$ cat src/rtl/dual_issue_scoreboard_pkg.sv
// Shared constants, issue-slot payload type and hazard helper for the
// dual-issue scoreboard slice.
package dual_issue_scoreboard_pkg;

   localparam int unsigned NREG  = 32;
   localparam int unsigned AW    = 5;
   localparam int unsigned LAT_W = 3;
   localparam int unsigned CNT_W = 32;

   // One decoded instruction slot as presented by decode.
   typedef struct packed {
      logic             valid;
      logic [AW-1:0]    rs1;
      logic [AW-1:0]    rs2;
      logic [AW-1:0]    rd;
      logic             wr;
      logic [LAT_W-1:0] lat;
   } slot_t;

   // A register operand conflicts only if it is nonzero and still in flight.
   function automatic logic hazard(input logic [AW-1:0]   addr,
                                   input logic [NREG-1:0] busy);
      return (addr != '0) && busy[addr];
   endfunction

endpackage

$ cat src/rtl/dual_issue_scoreboard_if.sv
// Decode/writeback-side bus of the dual-issue scoreboard.
//   master : decode + pipeline side (drives the instruction pair, flush, wb)
//   slave  : scoreboard side (drives issue/stall, gated rf enables, busy,
//            performance counters)
interface dual_issue_scoreboard_if;
   import dual_issue_scoreboard_pkg::*;

   logic             flush;
   logic             top_valid;
   logic [AW-1:0]    top_rs1;
   logic [AW-1:0]    top_rs2;
   logic [AW-1:0]    top_rd;
   logic             top_wr;
   logic [LAT_W-1:0] top_lat;
   logic             bot_valid;
   logic [AW-1:0]    bot_rs1;
   logic [AW-1:0]    bot_rs2;
   logic [AW-1:0]    bot_rd;
   logic             bot_wr;
   logic [LAT_W-1:0] bot_lat;
   logic             wb_we_top;
   logic             wb_we_bot;
   logic [AW-1:0]    wb_wa_top;
   logic [AW-1:0]    wb_wa_bot;

   logic             issue_top;
   logic             issue_bot;
   logic             stall;
   logic             rf_we_top;
   logic             rf_we_bot;
   logic [NREG-1:0]  busy;
   logic [CNT_W-1:0] dual_cnt;
   logic [CNT_W-1:0] single_cnt;
   logic [CNT_W-1:0] stall_cnt;

   modport master (
      output flush,
      output top_valid, top_rs1, top_rs2, top_rd, top_wr, top_lat,
      output bot_valid, bot_rs1, bot_rs2, bot_rd, bot_wr, bot_lat,
      output wb_we_top, wb_we_bot, wb_wa_top, wb_wa_bot,
      input  issue_top, issue_bot, stall, rf_we_top, rf_we_bot,
      input  busy, dual_cnt, single_cnt, stall_cnt
   );

   modport slave (
      input  flush,
      input  top_valid, top_rs1, top_rs2, top_rd, top_wr, top_lat,
      input  bot_valid, bot_rs1, bot_rs2, bot_rd, bot_wr, bot_lat,
      input  wb_we_top, wb_we_bot, wb_wa_top, wb_wa_bot,
      output issue_top, issue_bot, stall, rf_we_top, rf_we_bot,
      output busy, dual_cnt, single_cnt, stall_cnt
   );

endinterface

$ cat src/rtl/dual_issue_scoreboard_sb_counter.sv
// Per-register in-flight countdown. A load sets the remaining latency;
// otherwise a nonzero count decrements each cycle. Busy while nonzero.
//   clk, rst : clock, async active-high reset
//   i_load   : an issuing instruction targets this register with lat > 0
//   i_lat    : latency to load
//   o_busy   : register result not yet readable
module dual_issue_scoreboard_sb_counter
   import dual_issue_scoreboard_pkg::*;
(
   input  logic             clk,
   input  logic             rst,
   input  logic             i_load,
   input  logic [LAT_W-1:0] i_lat,
   output logic             o_busy
);

   logic [LAT_W-1:0] r_count;

   // Load wins over decrement.
   always_ff @(posedge clk or posedge rst) begin
      if (rst)
         r_count <= '0;
      else if (i_load)
         r_count <= i_lat;
      else if (r_count != '0)
         r_count <= r_count - LAT_W'(1);
   end

   assign o_busy = (r_count != '0);

endmodule

$ cat src/rtl/dual_issue_scoreboard.sv
// Issue controller for the dual-ported register file. Decides which of an
// in-order (top older, bot younger) pair may issue, tracks multi-cycle
// destination writes, arbitrates same-address writebacks and counts
// dual/single/stall cycles.
//   clk, rst : clock, async active-high reset
//   bus      : slave side of dual_issue_scoreboard_if (instruction pair,
//              flush, writeback enables in; issue/stall, gated rf enables,
//              busy vector, performance counters out)
module dual_issue_scoreboard
   import dual_issue_scoreboard_pkg::*;
(
   input  logic                  clk,
   input  logic                  rst,
   dual_issue_scoreboard_if.slave bus
);

   slot_t            w_top;
   slot_t            w_bot;
   logic [NREG-1:0]  w_busy;
   logic             w_top_ok;
   logic             w_bot_ok;
   logic             w_raw;
   logic             w_waw;
   logic             w_issue_top;
   logic             w_issue_bot;
   logic             w_stall;
   logic [CNT_W-1:0] r_dual_cnt;
   logic [CNT_W-1:0] r_single_cnt;
   logic [CNT_W-1:0] r_stall_cnt;

   assign w_top = '{valid: bus.top_valid, rs1: bus.top_rs1, rs2: bus.top_rs2,
                    rd: bus.top_rd, wr: bus.top_wr, lat: bus.top_lat};
   assign w_bot = '{valid: bus.bot_valid, rs1: bus.bot_rs1, rs2: bus.bot_rs2,
                    rd: bus.bot_rd, wr: bus.bot_wr, lat: bus.bot_lat};

   // Issue decision: per-slot scoreboard hazards plus intra-pair RAW/WAW.
   always_comb begin
      w_top_ok    = 1'b0;
      w_bot_ok    = 1'b0;
      w_raw       = 1'b0;
      w_waw       = 1'b0;
      w_issue_top = 1'b0;
      w_issue_bot = 1'b0;
      w_stall     = 1'b0;

      w_top_ok = w_top.valid
               & !hazard(w_top.rs1, w_busy)
               & !hazard(w_top.rs2, w_busy)
               & !(w_top.wr & hazard(w_top.rd, w_busy));
      w_bot_ok = w_bot.valid
               & !hazard(w_bot.rs1, w_busy)
               & !hazard(w_bot.rs2, w_busy)
               & !(w_bot.wr & hazard(w_bot.rd, w_busy));
      // r0 results are discarded, so a top write to r0 never feeds bot.
      w_raw = w_top.wr & (w_top.rd != '0)
            & ((w_bot.rs1 == w_top.rd) | (w_bot.rs2 == w_top.rd));
      w_waw = w_top.wr & w_bot.wr & (w_top.rd != '0) & (w_bot.rd == w_top.rd);

      w_issue_top = !rst & !bus.flush & w_top_ok;
      // Bot only ever issues alongside top to keep program order.
      w_issue_bot = w_issue_top & w_bot_ok & !w_raw & !w_waw;
      w_stall     = !rst & !bus.flush & w_top.valid & !w_issue_top;
   end

   // Per-register countdowns; r0 is hardwired not busy.
   assign w_busy[0] = 1'b0;

   for (genvar r = 1; r < NREG; r++) begin : g_sb
      logic             w_ld_top;
      logic             w_ld_bot;
      logic [LAT_W-1:0] w_ld_lat;

      assign w_ld_top = w_issue_top & w_top.wr & (w_top.rd == AW'(r))
                      & (w_top.lat != '0);
      assign w_ld_bot = w_issue_bot & w_bot.wr & (w_bot.rd == AW'(r))
                      & (w_bot.lat != '0);
      // Intra-pair WAW blocking means at most one slot loads a given r.
      assign w_ld_lat = w_ld_top ? w_top.lat : w_bot.lat;

      dual_issue_scoreboard_sb_counter u_cnt (
         .clk    (clk),
         .rst    (rst),
         .i_load (w_ld_top | w_ld_bot),
         .i_lat  (w_ld_lat),
         .o_busy (w_busy[r])
      );
   end

   // Performance counters, free-running with natural wrap.
   always_ff @(posedge clk or posedge rst) begin
      if (rst) begin
         r_dual_cnt   <= '0;
         r_single_cnt <= '0;
         r_stall_cnt  <= '0;
      end else begin
         if (w_issue_top & w_issue_bot)
            r_dual_cnt <= r_dual_cnt + CNT_W'(1);
         if (w_issue_top & !w_issue_bot)
            r_single_cnt <= r_single_cnt + CNT_W'(1);
         if (w_stall)
            r_stall_cnt <= r_stall_cnt + CNT_W'(1);
      end
   end

   assign bus.issue_top  = w_issue_top;
   assign bus.issue_bot  = w_issue_bot;
   assign bus.stall      = w_stall;
   // Younger (bot) writeback wins a same-address collision.
   assign bus.rf_we_bot  = bus.wb_we_bot & !rst;
   assign bus.rf_we_top  = bus.wb_we_top & !rst
                         & !(bus.wb_we_bot & (bus.wb_wa_bot == bus.wb_wa_top));
   assign bus.busy       = w_busy;
   assign bus.dual_cnt   = r_dual_cnt;
   assign bus.single_cnt = r_single_cnt;
   assign bus.stall_cnt  = r_stall_cnt;

endmodule

$ cat src/flat_wrapper.sv
// flat-port wrapper written by rule: the top's interface ports become plain ports
module dual_issue_scoreboard_flat import dual_issue_scoreboard_pkg::*;
  (clk, rst, bus_flush, bus_top_valid, bus_top_rs1, bus_top_rs2, bus_top_rd, bus_top_wr, bus_top_lat, bus_bot_valid, bus_bot_rs1, bus_bot_rs2, bus_bot_rd, bus_bot_wr, bus_bot_lat, bus_wb_we_top, bus_wb_we_bot, bus_wb_wa_top, bus_wb_wa_bot, bus_issue_top, bus_issue_bot, bus_stall, bus_rf_we_top, bus_rf_we_bot, bus_busy, bus_dual_cnt, bus_single_cnt, bus_stall_cnt);
  dual_issue_scoreboard_if bus_i ();
  input  logic clk;
  input  logic rst;
  input wire logic [$bits(bus_i.flush)-1:0] bus_flush;
  input wire logic [$bits(bus_i.top_valid)-1:0] bus_top_valid;
  input wire logic [$bits(bus_i.top_rs1)-1:0] bus_top_rs1;
  input wire logic [$bits(bus_i.top_rs2)-1:0] bus_top_rs2;
  input wire logic [$bits(bus_i.top_rd)-1:0] bus_top_rd;
  input wire logic [$bits(bus_i.top_wr)-1:0] bus_top_wr;
  input wire logic [$bits(bus_i.top_lat)-1:0] bus_top_lat;
  input wire logic [$bits(bus_i.bot_valid)-1:0] bus_bot_valid;
  input wire logic [$bits(bus_i.bot_rs1)-1:0] bus_bot_rs1;
  input wire logic [$bits(bus_i.bot_rs2)-1:0] bus_bot_rs2;
  input wire logic [$bits(bus_i.bot_rd)-1:0] bus_bot_rd;
  input wire logic [$bits(bus_i.bot_wr)-1:0] bus_bot_wr;
  input wire logic [$bits(bus_i.bot_lat)-1:0] bus_bot_lat;
  input wire logic [$bits(bus_i.wb_we_top)-1:0] bus_wb_we_top;
  input wire logic [$bits(bus_i.wb_we_bot)-1:0] bus_wb_we_bot;
  input wire logic [$bits(bus_i.wb_wa_top)-1:0] bus_wb_wa_top;
  input wire logic [$bits(bus_i.wb_wa_bot)-1:0] bus_wb_wa_bot;
  output wire logic [$bits(bus_i.issue_top)-1:0] bus_issue_top;
  output wire logic [$bits(bus_i.issue_bot)-1:0] bus_issue_bot;
  output wire logic [$bits(bus_i.stall)-1:0] bus_stall;
  output wire logic [$bits(bus_i.rf_we_top)-1:0] bus_rf_we_top;
  output wire logic [$bits(bus_i.rf_we_bot)-1:0] bus_rf_we_bot;
  output wire logic [$bits(bus_i.busy)-1:0] bus_busy;
  output wire logic [$bits(bus_i.dual_cnt)-1:0] bus_dual_cnt;
  output wire logic [$bits(bus_i.single_cnt)-1:0] bus_single_cnt;
  output wire logic [$bits(bus_i.stall_cnt)-1:0] bus_stall_cnt;
  assign bus_i.flush = bus_flush;
  assign bus_i.top_valid = bus_top_valid;
  assign bus_i.top_rs1 = bus_top_rs1;
  assign bus_i.top_rs2 = bus_top_rs2;
  assign bus_i.top_rd = bus_top_rd;
  assign bus_i.top_wr = bus_top_wr;
  assign bus_i.top_lat = bus_top_lat;
  assign bus_i.bot_valid = bus_bot_valid;
  assign bus_i.bot_rs1 = bus_bot_rs1;
  assign bus_i.bot_rs2 = bus_bot_rs2;
  assign bus_i.bot_rd = bus_bot_rd;
  assign bus_i.bot_wr = bus_bot_wr;
  assign bus_i.bot_lat = bus_bot_lat;
  assign bus_i.wb_we_top = bus_wb_we_top;
  assign bus_i.wb_we_bot = bus_wb_we_bot;
  assign bus_i.wb_wa_top = bus_wb_wa_top;
  assign bus_i.wb_wa_bot = bus_wb_wa_bot;
  assign bus_issue_top = bus_i.issue_top;
  assign bus_issue_bot = bus_i.issue_bot;
  assign bus_stall = bus_i.stall;
  assign bus_rf_we_top = bus_i.rf_we_top;
  assign bus_rf_we_bot = bus_i.rf_we_bot;
  assign bus_busy = bus_i.busy;
  assign bus_dual_cnt = bus_i.dual_cnt;
  assign bus_single_cnt = bus_i.single_cnt;
  assign bus_stall_cnt = bus_i.stall_cnt;
  dual_issue_scoreboard u_core (.clk(clk), .rst(rst), .bus(bus_i));
endmodule
$ cat config.mk
export PLATFORM = sky130hd
export DESIGN_NAME = dual_issue_scoreboard_flat
export DESIGN_NICKNAME = d
export VERILOG_FILES = /design/src/rtl/dual_issue_scoreboard_pkg.sv /design/src/rtl/dual_issue_scoreboard_if.sv /design/src/rtl/dual_issue_scoreboard_sb_counter.sv /design/src/rtl/dual_issue_scoreboard.sv /design/src/flat_wrapper.sv
export SDC_FILE = /design/constraint.sdc
export NUM_CORES = 1
export LEC_CHECK = 0
export CAP_MARGIN = 0
export CORE_MARGIN = 1
export CORE_UTILIZATION = 58
export CTS_BUF_LIST = sky130_fd_sc_hd__clkbuf_4
export CTS_CLUSTER_SIZE = 12
export DETAILED_ROUTE_END_ITERATION = 6
export PLACE_DENSITY = 0.84
export SLEW_MARGIN = 20
export SYNTH_ARGS = -nofsm -noshare
export SYNTH_HDL_FRONTEND = slang
export SYNTH_SLANG_ARGS = --single-unit
export TNS_END_PERCENT = 10
$ cat constraint.sdc
create_clock -name clk -period 10 [get_ports clk]
set_clock_uncertainty 0.2 [all_clocks]
set_input_delay 2 -clock clk [delete_from_list [all_inputs] [get_ports clk]]
set_output_delay 2 -clock clk [all_outputs]
set_load 0.01 [all_outputs]
==> impl_metrics.toml <==
[run_status]
status = "complete, no violations"

[cells_and_area]
nFillCells = 1774
layout-drive-gt1-share_pct = 11.0
area_growth_pct = 15.3
final_nets = 1692
fin_cells = 1899
layout_commonest_cell = "dfrtp_1"
mostFrequentLayoutCells = "dfrtp_1, clkdlybuf4s50_1, nand2_1, nor2_1, xnor2_1"

[clock_network]
clockRootBuffer = "clkbuf_4"
cts_sinks = 189
post_cts_resize_count = 0
clk_latency_ns = 0.61
h-tree-depth = 4
cts_buffer_depth = 2
post-cts-setup-buffer-count = 0
clk_pin_slew_worst_paths_ns = 0.17
cts_hold_buffers = 0
numCtsBuffers = 17
cts_tree = "built"

[sta]
worst_slew_pin_slew_ns = 0.975
relSlewSlack_pct = 34.8
rsz0062_at_grt = "false"
drv_slew = 0
finalSetupViolCount = 0
period_share_pct = 85.4
max_clock_freq_ghz = 0.117
fin_tns_setup_ns = 0
period_minus_slack_ns = 8.54
finalHoldViolations = 0

[synthesis]
ys_seq_area_share_pct = 34.9
synthesis.nets = 1595
avgSynthCellArea_um2 = 9.18
ys.flop_type = "dfrtp_1"
yosysWarnings = 0
synth_seq_cells = 189
synthCells = 1475
synth_edf_count = 0
synth_cell_types = 70
ys_async_sr_fraction_pct = 100
syn_area_um2 = 13500

[route]
via_count = 12093
viasPerCell = 6.37
wire_per_inst_um = 21.5
dr.pass1.iters = 7
wirelength_um = 40800
drt_iter0_drc = 1202
drc_errors = 0
ant_nets = 0

[worst_hold_path]
min_path_cells = 1
hold_path.class = "reg2reg"

[setup_path]
path_cells = "clkdlybuf4s50_1, nor2b_1, nand2_1, o221ai_1, o31ai_1, or4_1, or4_2, inv_2, clkdlybuf4s50_1"
required_ns = 7.80
max_stage_delay_ns = 0.88
start_kind = "input port"
cp_common_cell = "clkdlybuf4s50_1"
cp-end-kind = "output port"
critical_path_class = "in2out"
rr_worst_depth = 12
cp_slowest_cell = "clkdlybuf4s50_1"
crit_arrival_ns = 6.34
cp_max_fo = 15

[place]
io_buffers = 186
gp_congestion = 1.02
placedCellCount = 1866
hpwl_um = 29000

[floorplan]
die_area_um2 = 24000
die_w_um = 155
coreArea_um2 = 22800
die_height_um = 155
rows = 55
start_util_pct = 59.5
pin_count = 188

[grt]
groute.usage.overall_pct = 34.9
grt_pass1_vias = 11762
antenna_found_initial = 2
overflow = 0
grt_pass1_wl_um = 64600
grt_start_max_net_pins = 115

[flow_run]
cap_violations = 0

[power]
power_density_nw_per_um2 = 224
leakage_nw = 6.49
ir_drop_mv = 0.148
## flip-flops by register name (all words and copies together), names as in the netlist
register,count
u_core.bus.dual_cnt,32
u_core.g_sb.u_cnt.r_count,93
u_core.bus.single_cnt,32
u_core.bus.stall_cnt,32
## synth_stat cells (all sizes together), types with 8 or more instances
master / instances / area share, %
nand2: 121 / 3.4
nor3: 66 / 2.8
dfrtp: 189 / 35
clkbuf: 46 / 1.3
buf: 74 / 3.3
nand3: 74 / 2.7
a21oi: 23 / 0.85
o221ai: 8 / 0.52
and3: 17 / 0.79
nor2: 105 / 2.9
xnor2: 100 / 6.5
o22a: 8 / 0.52
o21ai: 47 / 1.7
nor2b: 15 / 0.80
a31oi: 15 / 0.69
mux2: 65 / 5.4
ha: 65 / 6.0
mux2i: 26 / 1.9
mux4: 28 / 4.7
nand4: 25 / 1.2
xor2: 44 / 2.8
nand2b: 38 / 1.8
o22ai: 57 / 2.6
nor3b: 14 / 0.78
inv: 92 / 2.5
and4: 11 / 0.71
## routing by layer
layer,GRT usage (%),vias up,share of wire [%]
met5,0,-,0.066
met4,18.8,2,5.4
met3,8.21,176,11
met2,54.5,740,45
met1,45.2,5818,38
li1,-,5357,-
## area by class of cell
type | instances | area (um2) | share of cell area (%)
clock inverter | 14 | 170 | 1.09
tap | 313 | 392 | 2.51
clock buffer | 18 | 135 | 0.865
sequential | 189 | 4730 | 30.3
antenna | 1 | 2.50 | 0.0160
inverter | 92 | 353 | 2.26
timing repair buffer | 198 | 1960 | 12.5
multi-input combinational | 1074 | 7880 | 50.5
## worst max-delay path, delay by kind of cell
| kind | cells | cell delay [ns] |
|---|---|---|
| AND/OR/NAND/NOR | 4 | 2.22 |
| buffers and inverters | 3 | 1.77 |
| AO/OA/AOI/OAI | 2 | 0.33 |
## path summary, 6_finish.rpt
kind	startpoint	slack (ns)	end
worst max-delay path	bus_bot_rd[0]	1.46	bus_issue_bot
worst min register to register	u_core.bus.dual_cnt[31]	0.29	u_core.bus.dual_cnt[31]
worst min-delay path	u_core.bus.dual_cnt[31]	0.29	u_core.bus.dual_cnt[31]
worst max register to register	u_core.g_sb[26].u_cnt.r_count[0]	4.61	u_core.g_sb[20].u_cnt.r_count[1]
min in group asynchronous	rst	1.78	u_core.bus.stall_cnt[0]
max in group asynchronous	rst	6.59	u_core.g_sb[5].u_cnt.r_count[0]
## cell families after synthesis
family	after synthesis	share of synthesized area, %
xor gates and xnor gates	144	9.31
adders and majority gates	65	6.01
other	1	0.0277
AOI/OAI and AO/OA	214	10.4
DFF	189	34.9
buffers and inverters	212	7.12
muxes	119	12.0
and+or+nand+nor	531	20.2
## power by group
part,switching (mW),internal (mW)
Combinational,0.971,0.935
Clock,0.324,0.122
Sequential,0.157,0.987
## stage by stage
| step | instance area (um2) | power [mW] | hold WS [ns] | setup WS (ns) | utilization [%] |
|---|---|---|---|---|---|
| after floorplan | 13500 | 2.55 | 0.288 | 1.24 | - |
| after global placement | 15300 | 2.92 | 0.259 | 1.61 | 67.2 |
| after detailed placement | 15300 | 3.01 | 0.269 | 1.55 | 67.2 |
| after CTS | 15600 | 3.46 | 0.295 | 1.53 | 68.5 |
| after global routing | 15600 | 3.74 | 0.303 | 1.29 | 68.6 |
| final | 15600 | 3.50 | 0.288 | 1.46 | 68.6 |
(Power assumes the default switching activity.)
